### src/rtl/approx_mul_pkg.sv
// approx_mul_pkg: shared mode-bit indices and parameter legality check for the approximate multiplier
package approx_mul_pkg;
  localparam int MODE_LL = 0;
  localparam int MODE_LH = 1;
  localparam int MODE_HL = 2;
  localparam int MODE_HH = 3;
  function automatic bit legal_cfg(int width, int trunc);
    return (width % 2 == 0) && (width >= 8) && (width <= 32) && (trunc >= 0) && (trunc < width);
  endfunction
endpackage

### src/rtl/approx_quad_mul.sv
// approx_quad_mul: combinational H x H quadrant product, optionally zeroing the low TRUNC bits
module approx_quad_mul #(
  parameter int H     = 4,
  parameter int TRUNC = 2
) (
  input  logic [H-1:0]   x,
  input  logic [H-1:0]   y,
  input  logic           approx,
  output logic [2*H-1:0] p
);
  localparam logic [2*H-1:0] KEEP = {(2*H){1'b1}} << TRUNC;
  logic [2*H-1:0] full;
  assign full = (2*H)'(x) * (2*H)'(y);
  assign p    = approx ? (full & KEEP) : full;
endmodule

### src/rtl/approx_mul_pipe.sv
// approx_mul_pipe: 3-stage valid/ready approximate multiplier; APPROX_ERR_STAT_EN adds error statistics outputs
module approx_mul_pipe
  import approx_mul_pkg::*;
#(
  parameter int WIDTH = 8,
  parameter int TRUNC = 2
) (
  input  logic               clk,
  input  logic               rst_n,
  input  logic               in_valid,
  output logic               in_ready,
  input  logic [WIDTH-1:0]   a,
  input  logic [WIDTH-1:0]   b,
  input  logic [3:0]         mode,
  output logic               out_valid,
  input  logic               out_ready,
  output logic [2*WIDTH-1:0] prod
`ifdef APPROX_ERR_STAT_EN
  ,
  output logic [31:0]        err_cnt,
  output logic [2*WIDTH-1:0] err_max
`endif
);
  localparam int H = WIDTH / 2;
  localparam int P = 2 * WIDTH;
  if (!legal_cfg(WIDTH, TRUNC)) begin : g_bad_cfg
    $error("approx_mul_pipe: illegal WIDTH/TRUNC");
  end
  logic             v1_q, v2_q, v3_q;
  logic             ld1, ld2, ld3;
  logic [WIDTH-1:0] a_q, b_q;
  logic [3:0]       m_q;
  logic [WIDTH-1:0] ll_d, lh_d, hl_d, hh_d;
  logic [WIDTH-1:0] ll_q, lh_q, hl_q, hh_q;
  logic [P-1:0]     prod_d, prod_q;
  assign ld3       = !v3_q || out_ready;
  assign ld2       = !v2_q || ld3;
  assign ld1       = !v1_q || ld2;
  assign in_ready  = ld1;
  assign out_valid = v3_q;
  assign prod      = prod_q;
  approx_quad_mul #(.H(H), .TRUNC(TRUNC)) u_ll (.x(a_q[H-1:0]),     .y(b_q[H-1:0]),     .approx(m_q[MODE_LL]), .p(ll_d));
  approx_quad_mul #(.H(H), .TRUNC(TRUNC)) u_lh (.x(a_q[H-1:0]),     .y(b_q[WIDTH-1:H]), .approx(m_q[MODE_LH]), .p(lh_d));
  approx_quad_mul #(.H(H), .TRUNC(TRUNC)) u_hl (.x(a_q[WIDTH-1:H]), .y(b_q[H-1:0]),     .approx(m_q[MODE_HL]), .p(hl_d));
  approx_quad_mul #(.H(H), .TRUNC(TRUNC)) u_hh (.x(a_q[WIDTH-1:H]), .y(b_q[WIDTH-1:H]), .approx(m_q[MODE_HH]), .p(hh_d));
  assign prod_d = (P'(hh_q) << WIDTH) + ((P'(hl_q) + P'(lh_q)) << H) + P'(ll_q);
  // stage occupancy: each stage loads when its successor is empty or draining
  always_ff @(posedge clk or negedge rst_n) begin
    if (!rst_n) begin
      v1_q <= 1'b0;
      v2_q <= 1'b0;
      v3_q <= 1'b0;
    end else begin
      if (ld1) v1_q <= in_valid;
      if (ld2) v2_q <= v1_q;
      if (ld3) v3_q <= v2_q;
    end
  end
  // operand and quadrant-product registers carry no reset; valid bits guard them
  always_ff @(posedge clk) begin
    if (ld1 && in_valid) begin
      a_q <= a;
      b_q <= b;
      m_q <= mode;
    end
    if (ld2 && v1_q) begin
      ll_q <= ll_d;
      lh_q <= lh_d;
      hl_q <= hl_d;
      hh_q <= hh_d;
    end
  end
  // summed result register, held while downstream stalls
  always_ff @(posedge clk or negedge rst_n) begin
    if (!rst_n) prod_q <= '0;
    else if (ld3 && v2_q) prod_q <= prod_d;
  end
`ifdef APPROX_ERR_STAT_EN
  logic [P-1:0]  ex2_q, ex3_q, diff, err_max_d, err_max_q;
  logic [31:0]   err_cnt_d, err_cnt_q;
  logic          xfer;
  assign xfer      = v3_q && out_ready;
  assign diff      = ex3_q - prod_q;
  assign err_cnt_d = (xfer && diff != '0 && err_cnt_q != '1) ? err_cnt_q + 32'd1 : err_cnt_q;
  assign err_max_d = (xfer && diff > err_max_q) ? diff : err_max_q;
  assign err_cnt   = err_cnt_q;
  assign err_max   = err_max_q;
  // exact product travels alongside the approximate one for error measurement
  always_ff @(posedge clk) begin
    if (ld2 && v1_q) ex2_q <= P'(a_q) * P'(b_q);
    if (ld3 && v2_q) ex3_q <= ex2_q;
  end
  // error statistics accumulate on each output transfer
  always_ff @(posedge clk or negedge rst_n) begin
    if (!rst_n) begin
      err_cnt_q <= '0;
      err_max_q <= '0;
    end else begin
      err_cnt_q <= err_cnt_d;
      err_max_q <= err_max_d;
    end
  end
`endif
endmodule
### config.mk
export PLATFORM = sky130hd
export DESIGN_NAME = approx_mul_pipe
export DESIGN_NICKNAME = d
export VERILOG_FILES = /design/src/rtl/approx_mul_pkg.sv /design/src/rtl/approx_quad_mul.sv /design/src/rtl/approx_mul_pipe.sv
export SDC_FILE = /design/constraint.sdc
export NUM_CORES = 1
export LEC_CHECK = 0
export ABC_AREA = 0
export BUFFER_PORTS_ARGS = -buffer_cell sky130_fd_sc_hd__buf_2
export CAP_MARGIN = 0
export CORE_ASPECT_RATIO = 0.7
export CORE_MARGIN = 8
export CORE_UTILIZATION = 35
export CTS_BUF_LIST = sky130_fd_sc_hd__clkbuf_2 sky130_fd_sc_hd__clkbuf_4 sky130_fd_sc_hd__clkbuf_8
export CTS_CLUSTER_DIAMETER = 120
export DETAILED_ROUTE_END_ITERATION = 12
export GPL_ROUTABILITY_DRIVEN = 1
export GPL_TIMING_DRIVEN = 0
export HOLD_SLACK_MARGIN = 0.02
export PLACE_DENSITY = 0.55
export SYNTH_ARGS = -nofsm -noshare
export SYNTH_HDL_FRONTEND = slang
export SYNTH_SLANG_ARGS = --single-unit
### constraint.sdc
create_clock -name clk -period 4.23 [get_ports clk]
set_clock_uncertainty 0.2 [all_clocks]
set_input_delay 0.6345 -clock clk [delete_from_list [all_inputs] [get_ports clk]]
set_output_delay 0.6345 -clock clk [all_outputs]
set_load 0.01 [all_outputs]
==> results.sh, run 1 <==
export IMPL_synth_area_leader_cell="edfxtp_1"
export IMPL_cts_sinks=71
export IMPL_wl_per_cell_um=13.8
export IMPL_synthArstFlopShare_pct=26.8
export IMPL_wl_um=9350
export IMPL_grt_use_total_pct=11.4
export IMPL_yosys_cell_count_top_type="ha_1"
export IMPL_synth_common_cells="ha_1, nand2_1, edfxtp_1"
export IMPL_drive_gt1_share_pct=12.9
export IMPL_path_cells="nand2_1 > fa_1 > inv_1 > fa_1 > ha_1 > a21o_1 > a21oi_1 > o21bai_1 > a21oi_1 > xnor2_1"
export IMPL_cts_tree="done"
export IMPL_antenna_found_initial=0
export IMPL_cts_root_buf="clkbuf_8"
export IMPL_grt_pass1_vias=3342
export IMPL_fin_tns_setup_ns=0
export IMPL_start_util_pct=36.1
export IMPL_dp_hpwl_um=7390
export IMPL_place_gp_congestion=0.773
export IMPL_criticalPathCategory="flop to flop"
export IMPL_ios=42
export IMPL_setup_viol=0
export IMPL_ant_nets=0
export IMPL_die_x_um=156
export IMPL_end_kind="flop"
export IMPL_cp_arrival_ns=3.22
export IMPL_worst_slack_ns=0.946
export IMPL_area_delta_synth_final_pct=13.5
export IMPL_utilization_pct=41.0
export IMPL_num_vias=3116
export IMPL_tritoncts_num_buffers=9
export IMPL_layout_worst_path_cycle_share_pct=77.6
export IMPL_synthMuxAreaShare_pct=0
export IMPL_die_h_um=114
export IMPL_grt_max_degree=33
export IMPL_syn_num_nets=541
export IMPL_power_density_nw_per_um2=484
export IMPL_firstDrtPassIters=4
export IMPL_synth_area_leaders="edfxtp_1, ha_1, dfrtp_1"
export IMPL_synth_simple_area_share_pct=14.4
export IMPL_nFillCells=1317
export IMPL_grt_overflow_total=0
export IMPL_max_freq_mhz=304
export IMPL_viasPerCell=4.62
export IMPL_clk_latency_ns=0.35
export IMPL_ys_warnings_count=0
export IMPL_netlist_area_leader_share_pct=32.7
export IMPL_portBuffers=41
export IMPL_cp_max_fo=8
export IMPL_syn_inst=432
export IMPL_cts_resized=0
export IMPL_p_leak_nw=2.55
export IMPL_min_period_ns=3.28
export IMPL_slowest_delay_ns=0.54
export IMPL_first_iter_violations=84
export IMPL_crit_required_ns=4.17
export IMPL_seq_area_frac_synth_pct=42.7
export IMPL_netlist_area_um2=4770
export IMPL_yosys_most_used_dff="edfxtp_1"
export IMPL_layout_cells_non_filler=675
export IMPL_max_cap_violations=0
export IMPL_core_um2=13200
export IMPL_ys_seq_elements=71
export IMPL_synth_xor_area_share_pct=5.32
export IMPL_dp_cells=658
export IMPL_syn_avg_cell_area_um2=11.1
export IMPL_cts_htree_levels=3
export IMPL_rsz0062_at_grt="false"
export IMPL_grt_pass1_wl_um=16000
export IMPL_drc=0
export IMPL_clk_pin_slew_worst_paths_ns=0.08
export IMPL_nets=594
export IMPL_cp_slowest_cell="fa_1"
export IMPL_synth_adder_area_share_pct=25.1
export IMPL_synth_edf_count=52
export IMPL_synth_compound_area_share_pct=9.09
export IMPL_pre_cts_ws_ns=0.920
export IMPL_outcome="complete, no violations"
export IMPL_placementRows=35
export IMPL_dieArea_um2=17700
export IMPL_critPathLaunchType="flop"
export IMPL_diodes=0
export IMPL_clock_path_buffers=2
export IMPL_synth_top_family_by_area="adder cells"
export IMPL_peakVddDrop_mv=0.213
export IMPL_drv_slew=0
export IMPL_hold_path_class="flop to flop"
export IMPL_hold_violations=0
export IMPL_yosysUniqueCellTypes=33
export IMPL_slew_headroom_pct=32.1
export IMPL_max_slew_worst_pin_slew_ns=1.02
==> registers in the layout, summed over array words and instances (netlist names), 4 cells and up <==
| signal | flops |
|---|---|
| ll_q | 8 |
| hh_q | 8 |
| hl_q | 8 |
| m_q | 4 |
| prod | 16 |
| a_q | 8 |
| b_q | 8 |
| lh_q | 8 |
==> kinds of logic after synthesis <==
family | after synthesis
simple gates | 136
compound gates | 68
flops | 71
xor+xnor | 29
buf+inv | 43
fa+ha+maj | 85
==> metrics by stage <==
| stage | total power, mW | area (um^2) | hold slack, ns |
|---|---|---|---|
| 2_1_floorplan | 1.80 | 4770 | 0.139 |
| 3_5_place_dp | 2.10 | 5210 | 0.224 |
| 6_report | 2.62 | 5420 | 0.245 |
| 5_1_grt | 2.84 | 5420 | 0.221 |
| 3_3_place_gp | 2.08 | 5210 | 0.227 |
| 4_1_cts | 2.67 | 5420 | 0.226 |
==> metal layers <==
metal | wire, um | global-route usage [%]
met5 | 0 | 0
met4 | 97 | 3.09
met3 | 317 | 3.06
met2 | 4000 | 18.3
met1 | 4930 | 15.0
==> power by group <==
| group | switching (mW) | leakage (nW) | internal, mW |
|---|---|---|---|
| Combinational | 0.612 | 1.71 | 0.468 |
| Sequential | 0.0817 | 0.736 | 0.912 |
| Clock | 0.275 | 0.0956 | 0.273 |
| Total | 0.969 | 2.55 | 1.65 |
==> path summary, 6_finish.rpt <==
path                         start       to  slack [ns]  depth (start not counted)
max in group asynchronous    rst_n  prod[2]        2.96                          2
min in group asynchronous    rst_n  prod[9]        0.54                          2
max reg2reg                 b_q[7]  lh_q[7]        0.95                         10
min reg2reg                ll_q[2]  prod[2]        0.25                          2
max                         b_q[7]  lh_q[7]        0.95                         10
min                        ll_q[2]  prod[2]        0.25                          2
==> layout by cell type (no fill, tap or decap), types with 3 or more instances in the layout <==
master | netlist | routed
fa_1 | 18 | 18
dfrtp_1 | 19 | 19
xor2_1 | 7 | 7
edfxtp_1 | 52 | 52
or3_1 | 3 | 3
inv_1 | 40 | 40
clkbuf_1 | 3 | 3
xnor2_1 | 22 | 22
a21oi_1 | 24 | 24
clkbuf_8 | 0 | 9
nor2_1 | 7 | 7
and2_1 | 48 | 47
a211oi_1 | 4 | 4
o21bai_1 | 4 | 4
nor2b_1 | 6 | 6
ha_1 | 67 | 67
buf_2 | 0 | 41
nand2_1 | 55 | 55
a31oi_1 | 3 | 3
o21ai_0 | 11 | 11
nor3_1 | 4 | 4
a21o_1 | 11 | 11
nand2b_1 | 5 | 5
==> critical path, delay by kind of cell, from the launching register on <==
kind,cells,cell delay (ns)
simple gates,1,0.13
buf+inv,1,0.05
xor+xnor,1,0.21
fa+ha+maj,3,1.33
compound gates,4,0.65
flops,1,0.50
==> area by class of cell <==
type | count | area (um^2) | share of cell area [%]
clock inverter | 7 | 72.6 | 1.34
buffer | 3 | 11.3 | 0.208
inverter | 40 | 150 | 2.77
tap | 185 | 231 | 4.27
multi-input combinational | 318 | 2580 | 47.6
timing repair buffer | 42 | 215 | 3.97
sequential | 71 | 2040 | 37.6
clock buffer | 9 | 124 | 2.29
==> timing repair <==
item | 4_1_cts | 5_1_grt
setup buffers | 0 | 0
hold endpoints to repair | 11 | 0
hold buffers | 1 | 0
No activity file was read; power rests on OpenSTA's default activity.
==> run 2, diff against run 1 <==
==> constraint.sdc (replaced) <==
create_clock -name clk -period 3.2 [get_ports clk]
set_clock_uncertainty 0.2 [all_clocks]
set_input_delay 0.48 -clock clk [delete_from_list [all_inputs] [get_ports clk]]
set_output_delay 0.48 -clock clk [all_outputs]
set_load 0.01 [all_outputs]
==> run 2 against run 1 <==
  * Design area increased by 5.6%
  * Final cell count increased by 4.1%
  * Largest power group unchanged
  * Wire length increased by 4.5%
==> results.sh, run 2 (synthesis gave the netlist of run 1 again) <==
export IMPL_p_int_mw=2.29
export IMPL_clk_pin_slew_worst_paths_ns=0.09
export IMPL_seq_power_share_pct=36.1
export IMPL_end_kind="flop"
export IMPL_min_period_ns=3.11
export IMPL_design_area_um2=5720
export IMPL_die_h_um=114
export IMPL_core_um2=13200
export IMPL_die_x_um=156
export IMPL_cp_arrival_ns=3.02
export IMPL_reg2reg_slack_ns=0.09
export IMPL_hp_start="b[2]"
export IMPL_clock_path_buffers=2
export IMPL_grt_overflow_total=0
export IMPL_place_gp_congestion=0.773
export IMPL_layout_worst_path_cycle_share_pct=97.3
export IMPL_total_power_mw=3.64
export IMPL_power_frac_clock_pct=19.9
export IMPL_clk_latency_ns=0.35
export IMPL_hold_path_class="input port to flop"
export IMPL_grt_max_degree=33
export IMPL_criticalPathCategory="flop to flop"
export IMPL_max_cap_violations=0
export IMPL_power_share_switching_pct=37.2
export IMPL_setup_viol=0
export IMPL_max_slew_worst_pin_slew_ns=1.02
export IMPL_critPathLaunchType="flop"
export IMPL_viasPerCell=4.58
export IMPL_firstDrtPassIters=4
export IMPL_whs_path_depth=1
export IMPL_final_cell_mix="ha_1, edfxtp_1, and2_1, nand2_1, buf_2"
export IMPL_hold_end="b_q[2]"
export IMPL_cts_root_buf="clkbuf_8"
export IMPL_nFillCells=1291
export IMPL_ios=42
export IMPL_whs_ns=0.0923
export IMPL_antenna_found_initial=0
export IMPL_dieArea_um2=17700
export IMPL_use_met2_pct=18.5
export IMPL_dp_hpwl_um=7390
export IMPL_power_switching_mw=1.35
export IMPL_first_iter_violations=89
export IMPL_drive_gt1_share_pct=22.8
export IMPL_outcome="complete, no violations"
export IMPL_rsz0062_at_grt="true"
export IMPL_tritoncts_num_buffers=9
export IMPL_wl_per_cell_um=13.9
export IMPL_start_util_pct=36.1
export IMPL_rr_worst_depth=10
export IMPL_drv_slew=0
export IMPL_grt_use_total_pct=11.5
export IMPL_mostFrequentLayoutCell="ha_1"
export IMPL_nets=622
export IMPL_grt_pass1_vias=3387
export IMPL_num_vias=3222
export IMPL_placementRows=35
export IMPL_placed_area_um2=5210
export IMPL_cp_max_fo=4
export IMPL_rr_endpoint="hh_q[7]"
export IMPL_wl_um=9770
export IMPL_diodes=0
export IMPL_largest_reg_flops=16
export IMPL_use_met3_pct=3.06
export IMPL_area_delta_synth_final_pct=19.9
export IMPL_busiest_layer="met2"
export IMPL_cts_tree="done"
export IMPL_peakVddDrop_mv=0.288
export IMPL_portBuffers=41
export IMPL_p_leak_nw=2.70
export IMPL_fin_tns_setup_ns=0
export IMPL_slew_headroom_pct=32.3
export IMPL_crit_required_ns=3.10
export IMPL_cts_htree_levels=3
export IMPL_ant_nets=0
export IMPL_grtUsageMet1_pct=15.1
export IMPL_grt_pass1_wl_um=16100
export IMPL_power_density_nw_per_um2=636
export IMPL_hold_violations=0
export IMPL_r2r_start="b_q[7]"
export IMPL_drc=0
export IMPL_max_freq_mhz=321
export IMPL_cts_sinks=71
export IMPL_comb_power_share_pct=44.0
==> run 2: changes by cell type in the layout (fill, tap and decap cells not counted), moves of 2 or more <==
cell     delta
buf_4      +28
nand2_1     -9
nand2_2     +9
a21oi_1     -6
a21oi_2     +6
fa_1        -4
fa_2        +4
o21ai_0     -2
==> run 2: worst max-delay path by stage <==
stage / startpoint / to / slack [ns] / cells after the start
after CTS: b_q[7] / hh_q[7] / -0.006 / 10
final: b_q[7] / hh_q[7] / 0.09 / 10
after global placement: b_q[7] / lh_q[7] / -0.07 / 10
after detailed placement: b_q[3] / ll_q[7] / -0.11 / 10
after floorplan: a_q[0] / lh_q[7] / 0.23 / 10
after global routing: b_q[7] / hh_q[7] / -0.05 / 10
==> run 2: repair_timing <==
action / in CTS / in global routing
cloned: 0 / 0
setup buffers: 5 / 23
hold endpoints to repair: 19 / 0
pin swaps: 5 / 30
hold buffers: 1 / 0
setup endpoints to repair: 8 / 12
resized for setup: 6 / 24
==> run 2: power groups by stage <==
| stage | clock [mW] | combinational, mW | sequential [mW] |
|---|---|---|---|
| global route | 0.785 | 1.80 | 1.34 |
| finish | 0.725 | 1.60 | 1.31 |
| floorplan | 0 | 1.03 | 1.35 |
| CTS | 0.752 | 1.49 | 1.32 |
| detailed placement | 0 | 1.44 | 1.34 |
| global placement | 0 | 1.42 | 1.33 |
==> run 2: layout make-up <==
| class | instances | area [um^2] | area share [%] |
|---|---|---|---|
| plain buffers | 3 | 11.3 | 0.197 |
| repair buffers | 70 | 425 | 7.43 |
| clock buffers | 9 | 124 | 2.16 |
| multi-input cells | 318 | 2670 | 46.7 |
| well taps | 185 | 231 | 4.04 |
| inverters | 40 | 150 | 2.62 |
| clock inverters | 7 | 72.6 | 1.27 |
| flip-flops and latches | 71 | 2040 | 35.6 |
==> run 2: through the flow <==
step | setup WS [ns] | cells | util, %
after floorplan | 0.227 | 432 | -
after global placement | -0.0679 | 658 | 39.4
after detailed placement | -0.110 | 658 | 39.4
after CTS | -0.00575 | 680 | 41.5
after global routing | -0.0461 | 703 | 43.3
final | 0.0869 | 703 | 43.3
==> run 2: worst max-delay path, stage by stage (launching register included) <==
cell	delay, ns
edfxtp_1	0.49
nand2_2	0.09
fa_1	0.57
inv_2	0.04
fa_1	0.56
ha_1	0.23
a21o_1	0.17
a21oi_2	0.15
o21bai_1	0.08
a21oi_1	0.17
xnor2_1	0.11
==> run 2: routing by layer <==
metal	wire, um	share of wire (%)	vias up
met4	118	1.2	0
met3	322	3.3	13
met5	0	0	-
li1	-	-	1650
met1	5030	52	1521
met2	4290	44	38
==> run 3, diff against run 2 <==
--- a/config.mk
+++ b/config.mk
@@ -13,11 +13,11 @@
 export CORE_UTILIZATION = 35
 export CTS_BUF_LIST = sky130_fd_sc_hd__clkbuf_2 sky130_fd_sc_hd__clkbuf_4 sky130_fd_sc_hd__clkbuf_8
 export CTS_CLUSTER_DIAMETER = 120
+export CTS_CLUSTER_SIZE = 30
 export DETAILED_ROUTE_END_ITERATION = 12
 export GPL_ROUTABILITY_DRIVEN = 1
 export GPL_TIMING_DRIVEN = 0
 export HOLD_SLACK_MARGIN = 0.02
-export PLACE_DENSITY = 0.55
 export SYNTH_ARGS = -nofsm -noshare
 export SYNTH_HDL_FRONTEND = slang
 export SYNTH_SLANG_ARGS = --single-unit
==> run 3 against run 2 <==
  * Via count shrank 0.34%
  * Critical path type unchanged
  * Die area is the same
  * Highest routed layer unchanged
  * Final cell count shrank 0.85%
==> results.sh, run 3 (synthesis gave the netlist of run 1 again) <==
export IMPL_outcome="complete, no violations"
export IMPL_max_cap_violations=0
export IMPL_cp_max_fo=4
export IMPL_clock_path_buffers=2
export IMPL_cts_tree="done"
export IMPL_nets=616
export IMPL_die_h_um=114
export IMPL_cp_arrival_ns=3.01
export IMPL_start_util_pct=36.1
export IMPL_criticalPathCategory="flop to flop"
export IMPL_grt_use_total_pct=11.2
export IMPL_peakVddDrop_mv=0.248
export IMPL_cts_sinks=71
export IMPL_grt_pass1_vias=3281
export IMPL_pre_cts_ws_ns=-0.0893
export IMPL_layout_worst_path_cycle_share_pct=97.2
export IMPL_area_delta_synth_final_pct=18.4
export IMPL_dp_hpwl_um=7380
export IMPL_ios=42
export IMPL_whs_ns=0.0958
export IMPL_fin_tns_setup_ns=0
export IMPL_max_freq_mhz=322
export IMPL_rsz0062_at_grt="true"
export IMPL_drv_slew=0
export IMPL_diodes=0
export IMPL_hold_path_class="input port to flop"
export IMPL_drc=0
export IMPL_ant_nets=0
export IMPL_grt_max_degree=33
export IMPL_num_vias=3211
export IMPL_antenna_found_initial=0
export IMPL_grt_overflow_total=0
export IMPL_wl_um=9590
export IMPL_p_leak_nw=2.67
export IMPL_critPathLaunchType="flop"
export IMPL_cts_root_buf="clkbuf_8"
export IMPL_worst_slack_ns=0.0909
export IMPL_hold_violations=0
export IMPL_core_um2=13200
export IMPL_viasPerCell=4.61
export IMPL_end_kind="flop"
export IMPL_drive_gt1_share_pct=20.1
export IMPL_die_x_um=156
export IMPL_final_cell_mix="ha_1, edfxtp_1, nand2_1, and2_1, buf_2"
export IMPL_mostFrequentLayoutCell="ha_1"
export IMPL_wl_per_cell_um=13.8
export IMPL_placementRows=35
export IMPL_grt_pass1_wl_um=15600
export IMPL_max_slew_worst_pin_slew_ns=0.924
export IMPL_nFillCells=1316
export IMPL_setup_viol=0
export IMPL_tritoncts_num_buffers=9
export IMPL_dieArea_um2=17700
export IMPL_place_gp_congestion=0.741
export IMPL_slew_headroom_pct=38.4
export IMPL_portBuffers=41
export IMPL_crit_required_ns=3.10
export IMPL_utilization_pct=42.7
export IMPL_clk_pin_slew_worst_paths_ns=0.07
export IMPL_first_iter_violations=86
export IMPL_largest_reg_flops=16
export IMPL_cts_htree_levels=3
export IMPL_min_period_ns=3.11
export IMPL_clk_latency_ns=0.35
export IMPL_firstDrtPassIters=5
export IMPL_power_density_nw_per_um2=629
[run 3: changes by cell type in the layout (fill, tap and decap cells not counted), moves of 3 or more]
cell      before  now
nand2_1       46   51
buf_4         28   22
a21oi_2        7   10
clkbuf_4       0    5
a21oi_1       18   15
nand2_2        9    4
[run 3: path summary, 6_finish.rpt]
kind                            startpoint       to  slack [ns]  cells after the start
worst max-delay path                b_q[3]  ll_q[7]        0.09                     10
worst min-delay path                  b[0]   b_q[0]         0.1                      1
worst max register to register      b_q[3]  ll_q[7]        0.09                     10
worst min register to register     ll_q[1]  prod[1]        0.25                      2
max in group asynchronous            rst_n  prod[3]        2.10                      2
min in group asynchronous            rst_n  prod[5]        0.39                      2
[run 3: critical path, cell delays in order (launching register included)]
cell and delay [ns]:
edfxtp_1 0.48, nand2_1 0.12, fa_1 0.55, inv_1 0.06, fa_1 0.50, ha_1 0.31, a21o_1 0.17, a21oi_2 0.13
o21bai_1 0.10, a21oi_2 0.15, xnor2_1 0.08
[run 3: metal layers]
metal	part of all wire [%]	up-vias	GRT usage [%]
met5	0	-	0
met4	0.40	0	2.71
met3	5.0	4	3.36
met2	43	58	17.3
met1	52	1514	15.0
li1	-	1635	-
[run 3: repair_timing]
action,in CTS,in global routing
hold endpoints to repair,19,0
hold buffers,1,0
pin swaps,0,23
resized for setup,3,18
buffers inserted,11,11
endpoints found under the setup margin,6,12
[run 3: layout make-up]
| type | instances | area (um^2) | share of cell area [%] |
|---|---|---|---|
| multi-input combinational | 318 | 2650 | 46.8 |
| buffer | 3 | 11.3 | 0.199 |
| inverter | 40 | 150 | 2.66 |
| clock inverter | 2 | 33.8 | 0.598 |
| tap | 185 | 231 | 4.10 |
| sequential | 71 | 2040 | 36.0 |
| timing repair buffer | 64 | 380 | 6.73 |
| clock buffer | 14 | 161 | 2.86 |
[run 3: stage by stage]
| stage | instances | power, mW | instance area (um^2) |
|---|---|---|---|
| finish | 697 | 3.55 | 5650 |
| CTS | 686 | 3.53 | 5510 |
| floorplan | 432 | 2.38 | 4770 |
| global route | 697 | 3.83 | 5650 |
| detailed placement | 658 | 2.77 | 5210 |
| global placement | 658 | 2.75 | 5210 |
[run 3: report_power, final]
part           switching (mW)  total, mW  leakage, nW  internal [mW]
Sequential              0.104       1.31        0.736           1.21
Clock                   0.322      0.724        0.103          0.402
Combinational           0.850       1.52         1.84          0.668
Total                    1.28       3.55         2.67           2.28
